<file path="src/rtl/plane_move.sv">
// Plane motion and bird-drop sequencer: fixed-point horizontal travel with wrap,
// triangular vertical bob, and a drop/cooldown/ammo state machine.
//
// state    | meaning
// ---------+-----------------------------------------------------------
// IDLE     | after reset, parked until the first frame pulse
// FLY      | moving, drops accepted when allowed
// DROP_REQ | showBird asserted, held through the next frame pulse
// COOLDOWN | counting frames before drops are allowed again
// EMPTY    | out of ammo, still moving, waiting for newGame
module plane_move #(
    parameter int INITIAL_X       = 0,
    parameter int PLANE_Y         = 40,
    parameter int PLANE_SPEED     = 128,
    parameter int X_MAX           = 575,
    parameter int DROP_X_LIMIT    = 285,
    parameter int COOLDOWN_FRAMES = 30,
    parameter int NUM_BIRDS       = 5,
    parameter int BOB_AMPL        = 8
) (
    input  logic        clk,
    input  logic        reset,
    input  logic        startOfFrame,
    input  logic        dropKey,
    input  logic        newGame,
    input  logic        birdActive,
    output logic [10:0] planeTopLeftX,
    output logic [10:0] planeTopLeftY,
    output logic [10:0] planeSpeed,
    output logic        showBird,
    output logic [2:0]  birdsLeft
);

    localparam int XW = 17;
    localparam logic [XW:0]      X_LIMIT_FP = (XW+1)'(X_MAX * 64);
    localparam logic [XW:0]      SPEED_FP   = (XW+1)'(PLANE_SPEED);
    localparam logic [XW-1:0]    X_INIT_FP  = XW'(INITIAL_X * 64);
    localparam logic signed [7:0] BOB_HI    = 8'(BOB_AMPL);
    localparam logic signed [7:0] BOB_LO    = 8'(-BOB_AMPL);

    typedef enum logic [2:0] {
        IDLE,
        FLY,
        DROP_REQ,
        COOLDOWN,
        EMPTY
    } state_t;

    state_t             state;
    logic [XW-1:0]      x_fp;
    logic signed [7:0]  bob_off;
    logic               bob_up;
    logic               drop_key_d;
    logic [15:0]        cool_cnt;

    logic [XW:0]        x_sum;
    logic [XW-1:0]      x_step;
    logic signed [7:0]  off_step;
    logic               drop_rise;
    logic               drop_ok;

    assign planeTopLeftX = x_fp[XW-1:6];
    assign planeSpeed    = 11'(PLANE_SPEED);

    always_comb begin
        x_sum     = {1'b0, x_fp} + SPEED_FP;
        x_step    = (x_sum > X_LIMIT_FP) ? '0 : x_sum[XW-1:0];
        off_step  = bob_up ? (bob_off + 8'sd1) : (bob_off - 8'sd1);
        drop_rise = dropKey & ~drop_key_d;
        drop_ok   = drop_rise & ~birdActive & (birdsLeft != 3'd0)
                    & (planeTopLeftX <= 11'(DROP_X_LIMIT));
    end

    always_ff @(posedge clk) begin
        if (reset) begin
            state         <= IDLE;
            x_fp          <= X_INIT_FP;
            bob_off       <= 8'sd0;
            bob_up        <= 1'b1;
            planeTopLeftY <= 11'(PLANE_Y);
            showBird      <= 1'b0;
            birdsLeft     <= 3'(NUM_BIRDS);
            cool_cnt      <= '0;
            drop_key_d    <= 1'b0;
        end else begin
            drop_key_d <= dropKey;

            // Motion runs in every state but IDLE, independent of the drop sequence.
            if (startOfFrame && state != IDLE) begin
                x_fp          <= x_step;
                bob_off       <= off_step;
                planeTopLeftY <= 11'(PLANE_Y) + {{3{off_step[7]}}, off_step};
                if (off_step == BOB_HI || off_step == BOB_LO)
                    bob_up <= ~bob_up;
            end

            case (state)
                IDLE: begin
                    if (startOfFrame)
                        state <= FLY;
                end
                FLY: begin
                    if (drop_ok) begin
                        state     <= DROP_REQ;
                        showBird  <= 1'b1;
                        birdsLeft <= birdsLeft - 3'd1;
                    end
                end
                DROP_REQ: begin
                    if (startOfFrame) begin
                        state    <= COOLDOWN;
                        showBird <= 1'b0;
                        cool_cnt <= 16'(COOLDOWN_FRAMES);
                    end
                end
                COOLDOWN: begin
                    // A newGame arriving on the exit cycle refills ammo, so don't park in EMPTY.
                    if (cool_cnt == 16'd0)
                        state <= (birdsLeft != 3'd0 || newGame) ? FLY : EMPTY;
                    else if (startOfFrame)
                        cool_cnt <= cool_cnt - 16'd1;
                end
                EMPTY: begin
                    if (newGame)
                        state <= FLY;
                end
                default: state <= IDLE;
            endcase

            if (newGame)
                birdsLeft <= 3'(NUM_BIRDS);
        end
    end

endmodule

</file>
<file path="config.mk">
export PLATFORM = sky130hd
export DESIGN_NAME = plane_move
export DESIGN_NICKNAME = d
export VERILOG_FILES = /design/src/rtl/plane_move.sv
export SDC_FILE = /design/constraint.sdc
export NUM_CORES = 1
export LEC_CHECK = 0
export BUFFER_PORTS_ARGS = -buffer_cell sky130_fd_sc_hd__buf_4
export CAP_MARGIN = 20
export CORE_MARGIN = 1
export CORE_UTILIZATION = 61
export CTS_CLUSTER_DIAMETER = 30
export CTS_CLUSTER_SIZE = 16
export DETAILED_ROUTE_END_ITERATION = 8
export PLACE_DENSITY = 0.85
export SLEW_MARGIN = 30
export SYNTH_ARGS = -nofsm -noshare
export SYNTH_HDL_FRONTEND = slang
export SYNTH_SLANG_ARGS = --single-unit
</file>
<file path="constraint.sdc">
create_clock -name clk -period 4.3 [get_ports clk]
set_clock_uncertainty 0.05 [all_clocks]
set_input_delay 0.86 -clock clk [delete_from_list [all_inputs] [get_ports clk]]
set_output_delay 0.86 -clock clk [all_outputs]
set_load 0.01 [all_outputs]
</file>
==> results of run 1 <==
[routing by layer]
| metal | wire [um] | vias up |
|---|---|---|
| li1 | - | 1255 |
| met1 | 2670 | 1189 |
| met2 | 2930 | 69 |
| met3 | 300 | 11 |
| met4 | 96 | 0 |
| met5 | 0 | - |
[worst max-delay path by stage]
stage,startpoint,endpoint,slack [ns],cells past startpoint
5_1_grt,bob_up,bob_up,1.20,8
3_3_place_gp,bob_up,bob_up,1.56,8
4_1_cts,bob_up,bob_up,1.41,8
6_report,bob_up,bob_up,1.39,8
3_5_place_dp,bob_up,bob_up,1.43,8
2_1_floorplan,bob_up,bob_up,1.69,8
[registers in the layout (all words and copies together), names as in the netlist]
name	flops
x_fp	10
cool_cnt	16
birdsLeft	3
bob_off	5
bob_up	1
planeTopLeftY	9
drop_key_d	1
state	3
showBird	1
[area by class of cell]
cell class	instances	area [um^2]
Clock buffer	7	96.3
Clock inverter	1	5.00
Fill cell	350	1320
Inverter	10	37.5
Multi-Input combinational cell	268	1710
Sequential cell	49	981
Tap cell	52	65.1
Timing Repair Buffer	31	233
[where the power goes]
part           leakage [nW]  internal, mW  switching, mW
registers             0.397         0.464         0.0142
logic                 0.755        0.0353         0.0585
clock network        0.0542         0.146          0.151
total                  1.21         0.644          0.224
[cells by family (layout without fill, tap and decap cells)]
logic type | Yosys count | after routing | share of synthesized area [%]
AOI/OAI and AO/OA | 73 | 73 | 16.0
xor gates and xnor gates | 24 | 24 | 7.33
adders and majority gates | 16 | 16 | 7.25
buffers and inverters | 41 | 49 | 7.86
DFF | 49 | 49 | 34.2
muxes | 2 | 2 | 0.698
other | 2 | 12 | 0.262
and+or+nand+nor | 141 | 141 | 26.4
[Yosys cell counts (2+ instances only)]
master      n  area share, %
o31ai_1     3           0.79
a2111oi_0   3           0.92
ha_1       15            6.5
nand2_1    31            4.1
nand3_1     5           0.87
nor3_1     22            3.8
inv_1      10            1.3
or3_2       2           0.52
mux2i_1     2           0.70
xnor2_1    12            3.7
conb_1      2           0.26
and3_1      3           0.65
nor2_1     32            4.2
a31oi_1     3           0.65
or3_1       2           0.44
o211ai_1    2           0.52
a211o_1     2           0.61
nor3b_1     6            1.6
nand2b_1    7            1.5
o21ai_0    14            2.4
xor2_1     12            3.7
dfxtp_1    49             34
buf_4      17            4.5
nor4_1      3           0.65
a311oi_1    2           0.61
nand3b_1    2           0.52
or4_4       2           0.79
clkbuf_1   13            1.7
a211oi_1    6            1.6
nand4b_1    4            1.2
a21o_1      2           0.52
nor4b_1     2           0.61
a21oi_1    27            4.7
nand4_1     9            2.0
[worst max-delay path: cells and delay by family (launching register included)]
family | cells | cell delay [ns]
buffers and inverters | 1 | 0.25
AO/OA/AOI/OAI | 3 | 0.83
flip-flops | 1 | 0.34
AND/OR/NAND/NOR | 2 | 0.85
adder cells (fa/ha/maj) | 1 | 0.33
multiplexers | 1 | 0.21
[per-stage QoR]
step                      setup WS [ns]  power (mW)
after global routing               1.20       0.905
after global placement             1.56       0.578
after CTS                          1.41       0.874
after floorplan                    1.69       0.564
after detailed placement           1.43       0.580
final                              1.39       0.869
==> impl_metrics.tcl, run 1 <==
set metrics [dict create \
    outcome "complete, but fails checks" \
    violations "design-rule violations" \
    synth.avg_cell_area_um2 8.24 \
    place_congestion 0.863 \
    worstHoldPathType "flip-flop to flip-flop" \
    stdcell_area_mm2 0.00313 \
    hold_buffers 0 \
    cp-end-kind "flip-flop" \
    grt_start_max_net_pins 40 \
    synth-async-reset-ratio_pct 0 \
    num_vias 2524 \
    powerDensity_mw_per_mm2 278 \
    arrival_ns 3.10 \
    fin_util_pct 70.4 \
    grt_usage_pct 24.7 \
    clock-root-buffer "clkbuf_8" \
    finalHoldViolations 0 \
    setup_violations 0 \
    r2r_end "bob_up" \
    first_pass_iters 7 \
    ios 43 \
    cts_made_buffers 5 \
    post_dp_cell_area_mm2 0.00302 \
    grt_use_met1_pct 29.6 \
    synth_edf_count 0 \
    ctsResizeCount 0 \
    nets 387 \
    insertion_delay_ns 0.31 \
    dieHeight_um 70.6 \
    ys.flop_type "dfxtp_1" \
    rows 24 \
    gr-usage-met2_pct 43.7 \
    drc 8 \
    min_to "bob_off[6]" \
    htreeDepth 2 \
    postRouteAntennaNets 0 \
    yosysWarnings 0 \
    fin_crit_ns 2.91 \
    hold_slack_ns 0.414 \
    drv_cap 0 \
    synth-seq-area-share_pct 34.2 \
    drtIter0Drc 162 \
    grt_pass1_wl_um 9940 \
    cp-start-kind "flip-flop" \
    worstReg2RegStart "bob_up" \
    crit_fanout 8 \
    netlist_instances 348 \
    dp.cells 410 \
    clk_pin_slew_ns 0.09 \
    port_buffers 30 \
    final_cell_mix "dfxtp_1 (49), nor2_1 (32), nand2_1 (31), buf_4 (31), a21oi_1 (27)" \
    fmax_mhz 343 \
    p_leak_nw 1.21 \
    worstMarginPinSlew_ns 0.893 \
    ir_drop_mv 0.204 \
    critPathKind "flip-flop to flip-flop" \
    syn-cell-area_mm2 0.00287 \
    core_area_mm2 0.00444 \
    cts_tree "yes" \
    synth_seq_cells 49 \
    synth_cell_type_count 54 \
    gr-max-usage-layer "met2" \
    min_path_cells 2 \
    final_common_cell "dfxtp_1" \
    dpl.hpwl_um 4160 \
    required_ns 4.49 \
    setup-tns-final_ns 0 \
    antenna_cells 0 \
    cp_slowest_cell "or4b_2" \
    clockBufferDepth 2 \
    grt-ovfl-total 0 \
    drv_slew 0 \
    finalNonFillerCells 418 \
    fin_crit_sh_pct 67.7 \
    drt_wl_total_um 5990 \
    dieArea_mm2 0.00498 \
    met3_usage_pct 4.84 \
    syn2layout_area_growth_pct 9.08 \
    cp_slowest_stage_delay_ns 0.61 \
    viasPerCell 6.04 \
    drive_gt1_share_pct 13.7 \
    worstHoldStart "bob_off[6]" \
    post_drt_wl_per_cell_um 14.3 \
    crit_chain "inv_1, ha_1, a211oi_1, o21ai_0, nand4b_1, or4b_2, o32ai_1, mux2i_1" \
    rrSetupSlack_ns 1.39 \
    antenna_found_initial 0 \
    clock_sinks 49 \
    start_util_pct 64.5 \
    relSlewSlack_pct 40.5 \
    rsz0062_at_grt "false" \
    worstRegToRegCells 8 \
    cts_setup_buffers 0 \
    grt_pass1_vias 2292 \
    die_w_um 70.6 \
]
Power figures use the tool's default switching activity.
==> run 2: changes to the inputs <==
Settings changed: CORE_UTILIZATION 61 to 57, PLACE_DENSITY 0.85 to 0.8.
Clock period 4.3 ns to 2.7 ns, I/O delays scaled along.
==> impl_metrics.tcl, run 2 (synthesis results as in run 1) <==
set metrics [dict create \
    post_drt_wl_per_cell_um 13.4 \
    antenna_found_initial 0 \
    cp_slowest_cell "or4b_2" \
    drv_cap 0 \
    grt_start_max_net_pins 40 \
    fillCellCount 391 \
    fin_util_pct 69.8 \
    crit_chain "inv_2, buf_4, ha_1, nand2b_1, nor3_2, and4b_1, or4b_2, o32ai_2, mux2i_1" \
    start_util_pct 59.9 \
    postRouteAntennaNets 0 \
    clock-root-buffer "clkbuf_8" \
    num_vias 2510 \
    grt_usage_pct 23.6 \
    finalHoldViolations 0 \
    critPathKind "flip-flop to flip-flop" \
    cts_made_buffers 5 \
    cp-start-kind "flip-flop" \
    clockBufferDepth 2 \
    final_cell_mix "dfxtp_1 (49), buf_4 (49), nor2_1 (32), nand2_1 (31), a21oi_1 (27)" \
    syn2layout_area_growth_pct 16.6 \
    ios 43 \
    pwr-share-comb_pct 12.5 \
    p_seq_share_pct 55.3 \
    fin_crit_ns 2.61 \
    grt-ovfl-total 0 \
    cp_slowest_stage_delay_ns 0.62 \
    dieArea_mm2 0.00532 \
    ir_drop_mv 0.336 \
    crit_fanout 6 \
    relSlewSlack_pct 55.3 \
    grt_pass1_wl_um 9870 \
    arrival_ns 2.79 \
    dpl.hpwl_um 4300 \
    rows 25 \
    insertion_delay_ns 0.30 \
    p_leak_nw 1.31 \
    viasPerCell 5.58 \
    worstMarginPinSlew_ns 0.671 \
    top_register "cool_cnt" \
    clock_sinks 49 \
    outcome "complete, no violations" \
    setup-tns-final_ns 0 \
    dieHeight_um 72.9 \
    drc 0 \
    powerDensity_mw_per_mm2 409 \
    rsz0062_at_grt "true" \
    core_area_mm2 0.00479 \
    required_ns 2.87 \
    hold_buffers 0 \
    worstHoldPathType "input port to flip-flop" \
    die_w_um 72.9 \
    drv_slew 0 \
    p_int_mw 1.01 \
    drt_wl_total_um 6030 \
    p_switching_mw 0.355 \
    clk_pin_slew_ns 0.09 \
    p_sw_share_pct 26.0 \
    setup_violations 0 \
    clkPwrFrac_pct 32.2 \
    htreeDepth 2 \
    drive_gt1_share_pct 20.4 \
    fin_crit_sh_pct 96.7 \
    cp-end-kind "flip-flop" \
    grt_pass1_vias 2240 \
    first_pass_iters 5 \
    antenna_cells 0 \
    largest_reg_flops 16 \
    port_buffers 30 \
    fmax_mhz 383 \
    place_congestion 0.894 \
    cts_setup_buffers 0 \
    drtIter0Drc 129 \
    top_regs "cool_cnt x16, x_fp x10, planeTopLeftY x9" \
    nets 405 \
    cts_tree "yes" \
]
==> run 2: what timing repair did <==
item                                   4_1_cts  5_1_grt
resized for setup                            2       15
endpoints found under the hold margin        0        0
setup endpoints to repair                    1        7
gates cloned                                 0        0
pin swaps                                    0        2
==> run 2: area by class of cell <==
| class | count | area, um^2 | area share, % |
|---|---|---|---|
| flip-flops and latches | 49 | 981 | 29.4 |
| clock inverters | 1 | 7.51 | 0.225 |
| repair buffers | 49 | 368 | 11.0 |
| multi-input cells | 268 | 1780 | 53.3 |
| well taps | 67 | 83.8 | 2.51 |
| inverters | 10 | 37.5 | 1.12 |
| clock buffers | 6 | 82.6 | 2.47 |
==> run 2: path summary, 6_finish.rpt <==
| path | start | end | cells past startpoint | slack (ns) |
|---|---|---|---|---|
| hold / removal | newGame | state[2] | 2 | 0.39 |
| setup / recovery | bob_up | bob_up | 9 | 0.09 |
| setup reg to reg | bob_up | bob_up | 9 | 0.09 |
| hold reg to reg | bob_off[6] | bob_off[6] | 2 | 0.41 |
==> run 2: critical path, delay by kind of cell, from the launching register on <==
family | cells | cell delay [ns]
DFF | 1 | 0.35
AOI/OAI and AO/OA | 1 | 0.16
adders and majority gates | 1 | 0.32
muxes | 1 | 0.20
buffers and inverters | 2 | 0.24
and+or+nand+nor | 4 | 1.21
==> run 2: per-layer routing <==
| layer | global-route usage, % | up-vias | part of all wire [%] |
|---|---|---|---|
| li1 | - | 1288 | - |
| met1 | 30.9 | 1161 | 47 |
| met2 | 38.8 | 52 | 48 |
| met3 | 4.42 | 9 | 3.3 |
| met4 | 8.28 | 0 | 1.2 |
| met5 | 0 | - | 0 |
==> run 2: through the flow <==
stage                     hold WS, ns  instances  total power [mW]  worst slack (ns)  instance area (um^2)
after global routing            0.386        450              1.43           -0.0486                  3340
after detailed placement        0.400        443             0.939           -0.0499                  3170
after global placement          0.396        443             0.935            0.0800                  3170
after floorplan                 0.391        358             0.898            0.0933                  2900
final                           0.393        450              1.37            0.0891                  3340
after CTS                       0.378        450              1.37            0.0302                  3270
==> run 2: power by group through the flow <==
stage / clock network [mW] / logic (mW) / registers (mW)
floorplan: 0 / 0.126 / 0.772
global placement: 0 / 0.164 / 0.771
detailed placement: 0 / 0.167 / 0.772
CTS: 0.451 / 0.168 / 0.755
global route: 0.484 / 0.188 / 0.758
finish: 0.440 / 0.171 / 0.755
==> run 3: changes to the inputs <==
Settings changed: CORE_UTILIZATION 57 to 50, PLACE_DENSITY 0.8 to 0.74.
Clock period 2.7 ns to 2.4 ns, I/O delays scaled along.
==> impl_metrics.tcl, run 3 (synthesis results as in run 1) <==
set metrics [dict create \
    postRouteAntennaNets 0 \
    antenna_found_initial 0 \
    relSlewSlack_pct 61.7 \
    fin_crit_sh_pct 102 \
    critPathKind "flip-flop to flip-flop" \
    top_regs "cool_cnt x16, x_fp x10, planeTopLeftY x9" \
    cp-start-kind "flip-flop" \
    grt_usage_pct 22.4 \
    dieArea_mm2 0.00604 \
    top_register "cool_cnt" \
    p_int_mw 1.13 \
    port_buffers 30 \
    viasPerCell 5.54 \
    dpl.hpwl_um 4560 \
    total_power_mw 1.53 \
    drc 0 \
    dieHeight_um 77.7 \
    worstHoldPathType "input port to flip-flop" \
    grt_start_max_net_pins 40 \
    cp-end-kind "flip-flop" \
    p_switching_mw 0.403 \
    ios 43 \
    worstRegToRegCells 6 \
    fmax_mhz 410 \
    die_w_um 77.7 \
    clock_sinks 49 \
    powerDensity_mw_per_mm2 433 \
    cts_tree "yes" \
    finalHoldViolations 0 \
    largest_reg_flops 16 \
    post_dp_cell_area_mm2 0.00333 \
    seq_area_um2 988 \
    insertion_delay_ns 0.30 \
    stdcell_area_mm2 0.00354 \
    pwr-share-comb_pct 14.1 \
    min_path_cells 2 \
    drv_slew 0 \
    drt_wl_total_um 6520 \
    hold_buffers 0 \
    post_drt_wl_per_cell_um 13.8 \
    place_congestion 0.819 \
    drtIter0Drc 137 \
    p_sw_share_pct 26.3 \
    p_leak_nw 1.37 \
    fillCellCount 477 \
    first_pass_iters 4 \
    fin_util_pct 64.3 \
    worstMarginPinSlew_ns 0.575 \
    fin_ws_ns -0.0387 \
    num_vias 2620 \
    drv_cap 0 \
    grt_pass1_wl_um 11000 \
    start_util_pct 52.1 \
    core_area_mm2 0.00551 \
    setup_violations 1 \
    nets 422 \
    clockBufferDepth 2 \
    outcome "complete, but fails checks" \
    multiInputGateArea_mm2 0.00185 \
    antenna_cells 0 \
    arrival_ns 2.56 \
    drive_gt1_share_pct 26.2 \
    final_common_cell "buf_4" \
    grt-ovfl-total 0 \
    finalNonFillerCells 473 \
    cts_made_buffers 5 \
    htreeDepth 2 \
    grt_pass1_vias 2475 \
    hold_slack_ns 0.340 \
    syn2layout_area_growth_pct 23.6 \
    ir_drop_mv 0.253 \
    dp.cells 464 \
    clkPwrFrac_pct 30.5 \
    required_ns 2.52 \
    fin_crit_ns 2.44 \
    crit_fanout 5 \
    rows 27 \
    p_seq_share_pct 55.4 \
    clk_pin_slew_ns 0.08 \
    clock-root-buffer "clkbuf_8" \
    violations "negative setup slack" \
    rsz0062_at_grt "true" \
    final_cell_mix "buf_4 (65), dfxtp_1 (45), nor2_1 (32), nand2_1 (31), a21oi_1 (24)" \
]
## run 3: final timing paths
check                                       from                to  slack [ns]
worst min-delay path                     newGame          state[2]        0.34
worst max register to register       cool_cnt[9]       cool_cnt[7]       -0.04
worst min register to register  planeTopLeftY[4]  planeTopLeftY[4]        0.41
worst max-delay path                 cool_cnt[9]       cool_cnt[7]       -0.04
## run 3: final cells by class
class	count	area share [%]
clock buffers	8	2.26
inverters	10	1.27
multi-input cells	269	52.3
flip-flops and latches	49	27.9
well taps	72	2.54
repair buffers	65	13.8
## run 3: worst max-delay path, cell delays in order (launching register included)
cell and delay [ns]:
dfxtp_1 0.31, or4_4 0.54, or4b_4 0.51, or4_4 0.47
and4b_2 0.27, xnor2_2 0.12, nor2_1 0.05
## run 3: metrics by stage
| stage | TNS, ns | setup slack, ns |
|---|---|---|
| 4_1_cts | -0.0317 | -0.0317 |
| 3_5_place_dp | -1.12 | -0.211 |
| 2_1_floorplan | -0.559 | -0.0682 |
| 5_1_grt | -0.466 | -0.114 |
| 6_report | -0.0387 | -0.0387 |
| 3_3_place_gp | -0.664 | -0.111 |
## run 3: power by group through the flow
| stage | logic [mW] | clock network [mW] | registers [mW] |
|---|---|---|---|
| 3_5_place_dp | 0.201 | 0 | 0.869 |
| 2_1_floorplan | 0.144 | 0 | 0.869 |
| 4_1_cts | 0.210 | 0.476 | 0.851 |
| 6_report | 0.216 | 0.468 | 0.850 |
| 5_1_grt | 0.236 | 0.514 | 0.854 |
| 3_3_place_gp | 0.199 | 0 | 0.869 |
## run 3: routing by layer
| layer | routed length, um | up-vias | share of wire, % | GRT usage [%] |
|---|---|---|---|---|
| li1 | - | 1320 | - | - |
| met3 | 153 | 11 | 2.3 | 3.76 |
| met2 | 3300 | 39 | 51 | 40.8 |
| met1 | 2970 | 1250 | 46 | 27.0 |
| met4 | 95 | 0 | 1.5 | 5.47 |
| met5 | 0 | - | 0 | 0 |
## run 3: repair_timing
action                     4_1_cts  5_1_grt
setup endpoints to repair       16       18
gates resized for setup         12       17
gates cloned                     1        0
setup buffers                    0        0
pin swaps                        4       10
